[src/rtl/regfile_pkg.sv]
// Shared constants and helpers for the register file with busy-bit scoreboard.
package regfile_pkg;
    localparam int DATA_WIDTH_DEF = 32;
    localparam int ADDR_WIDTH_DEF = 5;
    localparam int REG_ZERO       = 0;

    function automatic int depth(input int aw);
        return 1 << aw;
    endfunction
endpackage

[src/rtl/regfile_scoreboard_bits.sv]
// Busy-bit scoreboard: per-register pending flags, running pending count, sticky hazard flags.
module scoreboard_bits
    import regfile_pkg::*;
#(
    parameter int ADDR_WIDTH = ADDR_WIDTH_DEF
) (
    input  logic                       clock,
    input  logic                       ctrl_reset,
    input  logic                       set_en_i,
    input  logic [ADDR_WIDTH-1:0]      set_idx_i,
    input  logic                       clr_en_i,
    input  logic [ADDR_WIDTH-1:0]      clr_idx_i,
    output logic [depth(ADDR_WIDTH)-1:0] busy_o,
    output logic [ADDR_WIDTH:0]        pending_count_o,
    output logic                       err_waw_o,
    output logic                       err_stale_o
);
    localparam int DEPTH = depth(ADDR_WIDTH);
    localparam int CW    = ADDR_WIDTH + 1;

    logic [DEPTH-1:0] busy_q, busy_d;
    logic [CW-1:0]    count_q, count_d;
    logic             waw_q, waw_d, stale_q, stale_d;
    logic             same, inc, dec;

    always_comb begin
        busy_d = busy_q;
        // Issue applied after writeback so a back-to-back producer keeps the bit set.
        if (clr_en_i) busy_d[clr_idx_i] = 1'b0;
        if (set_en_i) busy_d[set_idx_i] = 1'b1;
        same    = set_en_i && clr_en_i && (set_idx_i == clr_idx_i);
        inc     = set_en_i && !busy_q[set_idx_i];
        dec     = clr_en_i && busy_q[clr_idx_i] && !same;
        count_d = count_q + CW'(inc) - CW'(dec);
        waw_d   = waw_q | (set_en_i && busy_q[set_idx_i] && !same);
        stale_d = stale_q | (clr_en_i && !busy_q[clr_idx_i]);
    end

    always_ff @(posedge clock or negedge ctrl_reset) begin
        if (!ctrl_reset) begin
            busy_q  <= '0;
            count_q <= '0;
            waw_q   <= 1'b0;
            stale_q <= 1'b0;
        end else begin
            busy_q  <= busy_d;
            count_q <= count_d;
            waw_q   <= waw_d;
            stale_q <= stale_d;
        end
    end

    assign busy_o          = busy_q;
    assign pending_count_o = count_q;
    assign err_waw_o       = waw_q;
    assign err_stale_o     = stale_q;
endmodule

[src/rtl/regfile_scoreboard.sv]
// Two-read/one-write register file with optional bypass and zero register, plus busy scoreboard.
module regfile_scoreboard
    import regfile_pkg::*;
#(
    parameter int DATA_WIDTH = DATA_WIDTH_DEF,
    parameter int ADDR_WIDTH = ADDR_WIDTH_DEF,
    parameter int ZERO_REG   = 1,
    parameter int BYPASS     = 1
) (
    input  logic                  clock,
    input  logic                  ctrl_reset,
    input  logic                  ctrl_writeEn,
    input  logic [ADDR_WIDTH-1:0] ctrl_writeReg,
    input  logic [DATA_WIDTH-1:0] data_writeReg,
    input  logic                  ctrl_issueEn,
    input  logic [ADDR_WIDTH-1:0] ctrl_issueReg,
    input  logic [ADDR_WIDTH-1:0] ctrl_readRegA,
    input  logic [ADDR_WIDTH-1:0] ctrl_readRegB,
    output logic [DATA_WIDTH-1:0] data_readRegA,
    output logic [DATA_WIDTH-1:0] data_readRegB,
    output logic                  busy_readRegA,
    output logic                  busy_readRegB,
    output logic [ADDR_WIDTH:0]   pending_count,
    output logic                  err_waw,
    output logic                  err_stale
);
    localparam int DEPTH = depth(ADDR_WIDTH);

    function automatic logic writable(input logic [ADDR_WIDTH-1:0] a);
        return (ZERO_REG == 0) || (a != ADDR_WIDTH'(REG_ZERO));
    endfunction

    logic [DATA_WIDTH-1:0]            regs_q [DEPTH];
    logic [DEPTH-1:0]                 busy;
    logic                             wr_ok, iss_ok;
    logic [1:0][ADDR_WIDTH-1:0]       raddr;
    logic [1:0][DATA_WIDTH-1:0]       rdata;
    logic [1:0]                       rbusy;

    assign wr_ok  = ctrl_writeEn && writable(ctrl_writeReg);
    assign iss_ok = ctrl_issueEn && writable(ctrl_issueReg);

    always_ff @(posedge clock or negedge ctrl_reset) begin
        if (!ctrl_reset) begin
            for (int i = 0; i < DEPTH; i++) regs_q[i] <= '0;
        end else if (wr_ok) begin
            regs_q[ctrl_writeReg] <= data_writeReg;
        end
    end

    scoreboard_bits #(.ADDR_WIDTH(ADDR_WIDTH)) u_sb (
        .clock           (clock),
        .ctrl_reset      (ctrl_reset),
        .set_en_i        (iss_ok),
        .set_idx_i       (ctrl_issueReg),
        .clr_en_i        (wr_ok),
        .clr_idx_i       (ctrl_writeReg),
        .busy_o          (busy),
        .pending_count_o (pending_count),
        .err_waw_o       (err_waw),
        .err_stale_o     (err_stale)
    );

    assign raddr[0] = ctrl_readRegA;
    assign raddr[1] = ctrl_readRegB;

    // Reset gates the read ports so the bypass path cannot leak write data.
    always_comb begin
        rdata = '0;
        rbusy = '0;
        for (int p = 0; p < 2; p++) begin
            if (ctrl_reset && writable(raddr[p])) begin
                if ((BYPASS != 0) && wr_ok && (ctrl_writeReg == raddr[p])) begin
                    rdata[p] = data_writeReg;
                end else begin
                    rdata[p] = regs_q[raddr[p]];
                    rbusy[p] = busy[raddr[p]];
                end
            end
        end
    end

    assign data_readRegA = rdata[0];
    assign data_readRegB = rdata[1];
    assign busy_readRegA = rbusy[0];
    assign busy_readRegB = rbusy[1];
endmodule

[config.mk]
export PLATFORM = sky130hd
export DESIGN_NAME = regfile_scoreboard
export DESIGN_NICKNAME = d
export VERILOG_FILES = /design/src/rtl/regfile_pkg.sv /design/src/rtl/regfile_scoreboard_bits.sv /design/src/rtl/regfile_scoreboard.sv
export SDC_FILE = /design/constraint.sdc
export NUM_CORES = 2
export LEC_CHECK = 0
export CAP_MARGIN = 20
export CORE_ASPECT_RATIO = 1.25
export CORE_MARGIN = 1.5
export CORE_UTILIZATION = 55
export DETAILED_ROUTE_END_ITERATION = 16
export GPL_ROUTABILITY_DRIVEN = 0
export GPL_TIMING_DRIVEN = 1
export PLACE_DENSITY = 0.77
export SLEW_MARGIN = 10
export SYNTH_ARGS = -nofsm -noshare
export SYNTH_HDL_FRONTEND = slang
export SYNTH_SLANG_ARGS = --single-unit
[constraint.sdc]
create_clock -name clock -period 5.1 [get_ports clock]
set_clock_uncertainty 0.15 [all_clocks]
set_input_delay 1.53 -clock clock [delete_from_list [all_inputs] [get_ports clock]]
set_output_delay 1.53 -clock clock [all_outputs]
set_load 0.03 [all_outputs]
==> summary.txt <==
Routed met2 length - 94300 µm
Worst-Margin Slew - 1.10 ns
Core area - 106000 µm²
Filler instances - 7227
Most frequent cells in the layout - dfrtp_1 (1064), mux2_2 (991), mux2i_1 (472), buf_4 (427), mux4_2 (340)
Highest Clock Rate - 194 MHz
Dominant synthesized flop cell - dfrtp_1
Synth Net Count - 4399
Routed wire length - 211000 µm
Min-Delay Endpoint - regs_q[1019]
First-pass GRT wire length - 306000 µm
Share of cells above drive strength 1 - 49.0%
VDD IR-drop max - 0.000327 V
#FFs+latches synth - 1064
Initial core utilization - 55.6%
Die height - 368 µm
Run status - finished, violations left
Synth top area cells - dfrtp_1 (45%), mux2_2 (19%), mux4_2 (13%)
DR iter-0 viols - 5557
WP data arrival - 3.46 ns
Worst Min Path Start - regs_q[1019]
Reg2Reg Depth - 13
CTS Root Cell - clkbuf_16
Synth warn - 0
Worst hold slack - 0.246 ns
Die Footprint - 109000 µm²
CTS Buf Count - 105
Most common cell after layout, fill and taps aside - dfrtp_1
Yosys top cell area share - 45.4%
Grt ovf - 0
Mapped Area - 58700 µm²
Worst setup margin - -0.0449 ns
Cts hold-fix bufs - 0
Sequential share of the synthesized area - 45.4%
Max Cap Violations - 0
CP Max Fanout - 8
Relative slew margins - 26.4%
Detail-routed via count per cell - 7.14
Sequential Power Share - 43.5%
Leakage - 31.9 nW
Drt pass-1 iters - 10
Minimum clock period - 5.14 ns
Final Cycle Share - 101%
Post-synth EDFFs - 0
Post-DRT Antenna Nets - 0
Multi-input gate area - 30500 µm²
CTS tree - yes
P_int - 18.5 mW
Hold depth - 0
Largest net degree at the start of global routing - 193
Setup slack, reg-to-reg - 1.78 ns
WP data required - 3.42 ns
CP bufs+invs - 4
CP delay by family, top - multiplexers
Peak per-stage delay on the critical path - 0.53 ns
Clock power frac - 32.4%
Area grow syn2layout - 20.8%
CP cell instances - buf_16 -> buf_16 -> buf_12 -> mux4_2 -> mux4_2 -> mux2i_1 -> nor2_2 -> buf_12
IO Count - 130
Avg Inst Size Synth - 13.5 µm²
Final count of hold timing violations - 0
Number of global-route vias before repair - 45100
Hold WC Path Type - register to register
Clk sinks - 1064
RSZ-0062 raised after global routing - true
Clock transition at path regs - 0.06 ns
Deepest clock path buffer count - 3
CP max stage cell - mux4_2
Post-layout net count - 4737
Mapped Cells - 4336
Switching Fraction - 29.3%
FP Rows - 133
Crit end category - output pin
Met3 wire length - 24300 µm
Failing checks - negative setup slack
Initial antenna violation count - 4
Core Util, Final - 67.2%
Setup Viol. Count Final - 8
Final Max Tran Viols - 0
HPWL after DPL - 132000 µm
Reg area - 26600 µm²
Drc violations - 0
Met1 wire length - 72700 µm
Post-synth top area cell - dfrtp_1
Library cells used by synthesis - 64
CP Launch Type - primary input
GRT Total Usage - 38.7%
Port Buf Inserts - 129
Clk Latency, worst-skew pair - 0.73 ns
R2R Path Start - u_sb.busy_o[27]
CP Class - primary input to output pin
WL per Instance - 34.0 µm
Pwr Density - 370 nW/µm²
DR vias - 44200
Max layer used - met5
Die outline width - 295 µm
RR Endpoint - u_sb.pending_count_o[4]
Net switching power - 7.69 mW
Combinational power share - 24.1%
H-Tree Depth - 3
Post-synth ARST share - 100%
## worst register-to-register path, stage by stage (launching register included)
cell	delay (ns)
dfrtp_1	0.43
mux4_2	0.51
a32o_1	0.27
nor4_1	0.23
buf_4	0.17
nor3_1	0.05
ha_1	0.28
inv_1	0.04
ha_1	0.20
fa_1	0.42
a21oi_1	0.17
nor2_1	0.05
nor2_1	0.12
xnor2_1	0.13
## cell families after synthesis
| family | count (synthesis) | synth area share (%) |
|---|---|---|
| muxes | 1821 | 40.5 |
| buffers and inverters | 504 | 4.12 |
| xor gates and xnor gates | 20 | 0.298 |
| adders and majority gates | 7 | 0.162 |
| DFF | 1064 | 45.4 |
| AOI/OAI and AO/OA | 553 | 6.80 |
| and+or+nand+nor | 367 | 2.80 |
## how the worst max path moves through the flow
stage | from | endpoint | slack, ns | cells after the start
floorplan | ctrl_readRegB[0] | data_readRegB[30] | 0.06 | 8
finish | ctrl_readRegB[0] | busy_readRegB | -0.04 | 8
detailed placement | ctrl_writeReg[2] | data_readRegA[31] | -0.51 | 10
CTS | ctrl_readRegB[0] | busy_readRegB | -0.04 | 8
global placement | ctrl_writeReg[0] | data_readRegA[31] | -0.51 | 10
global route | ctrl_readRegB[0] | busy_readRegB | -0.07 | 8
## power by group through the flow
stage                     clock (mW)  sequential, mW  combinational (mW)
after floorplan                    0            11.0                4.10
after global placement             0            11.3                5.75
after detailed placement           0            11.4                5.91
after CTS                       8.50            11.3                6.12
after global routing            8.83            11.5                6.66
final                           8.49            11.4                6.32
## per-layer routing
metal / GRT usage, % / vias to the layer above
met5: 0 / -
met4: 29.5 / 2
met3: 10.2 / 1024
met2: 58.3 / 3247
met1: 47.8 / 22700
li1: - / 17200
## metrics by stage
step	instance area [µm²]	setup WS [ns]	setup TNS [ns]	std cells	power, mW
floorplan	58700	0.0643	0	4336	15.1
global placement	65100	-0.512	-17.31	5901	17.0
detailed placement	65100	-0.508	-18.48	5901	17.4
CTS	70200	-0.0375	-0.147	6150	25.9
global route	70900	-0.0695	-0.487	6181	27.0
finish	70900	-0.0449	-0.113	6185	26.2
## cell type report
class / instances / share of cell area, %
repair buffers: 713 / 11.5
clock inverters: 47 / 0.939
clock buffers: 149 / 4.35
multi-input cells: 2768 / 43.0
well taps: 1417 / 2.50
diodes: 5 / 0.0176
inverters: 22 / 0.125
flip-flops and latches: 1064 / 37.6
## registers in the layout, summed over array words and instances, names as in the netlist
name                  count
regs_q                 1024
u_sb.busy_o              32
u_sb.err_stale_o          1
u_sb.err_waw_o            1
u_sb.pending_count_o      6
## synth_stat cells, drive strengths merged, types with 4 or more instances
master   number
a22o         72
nand2       237
o22ai        12
buf         274
dfrtp      1064
a311oi       45
and2          9
a21oi        80
ha            6
a2bb2oi      36
o21ai        77
xnor2        17
a31oi        37
a22oi       122
a2111oi       6
mux2i       475
nor2         30
or2           5
mux2       1006
or3           4
clkbuf      208
a221o         4
a211o         8
nand3        26
a221oi       35
mux4        340
nor3          5
inv          21
nor2b        28
and3          6
## repair_timing
action,4_1_cts,5_1_grt
gates cloned,12,4
pin swaps,31,55
resized for setup,169,109
setup endpoints to repair,66,63
buffers inserted,41,31
Power figures use the tool's default switching activity.
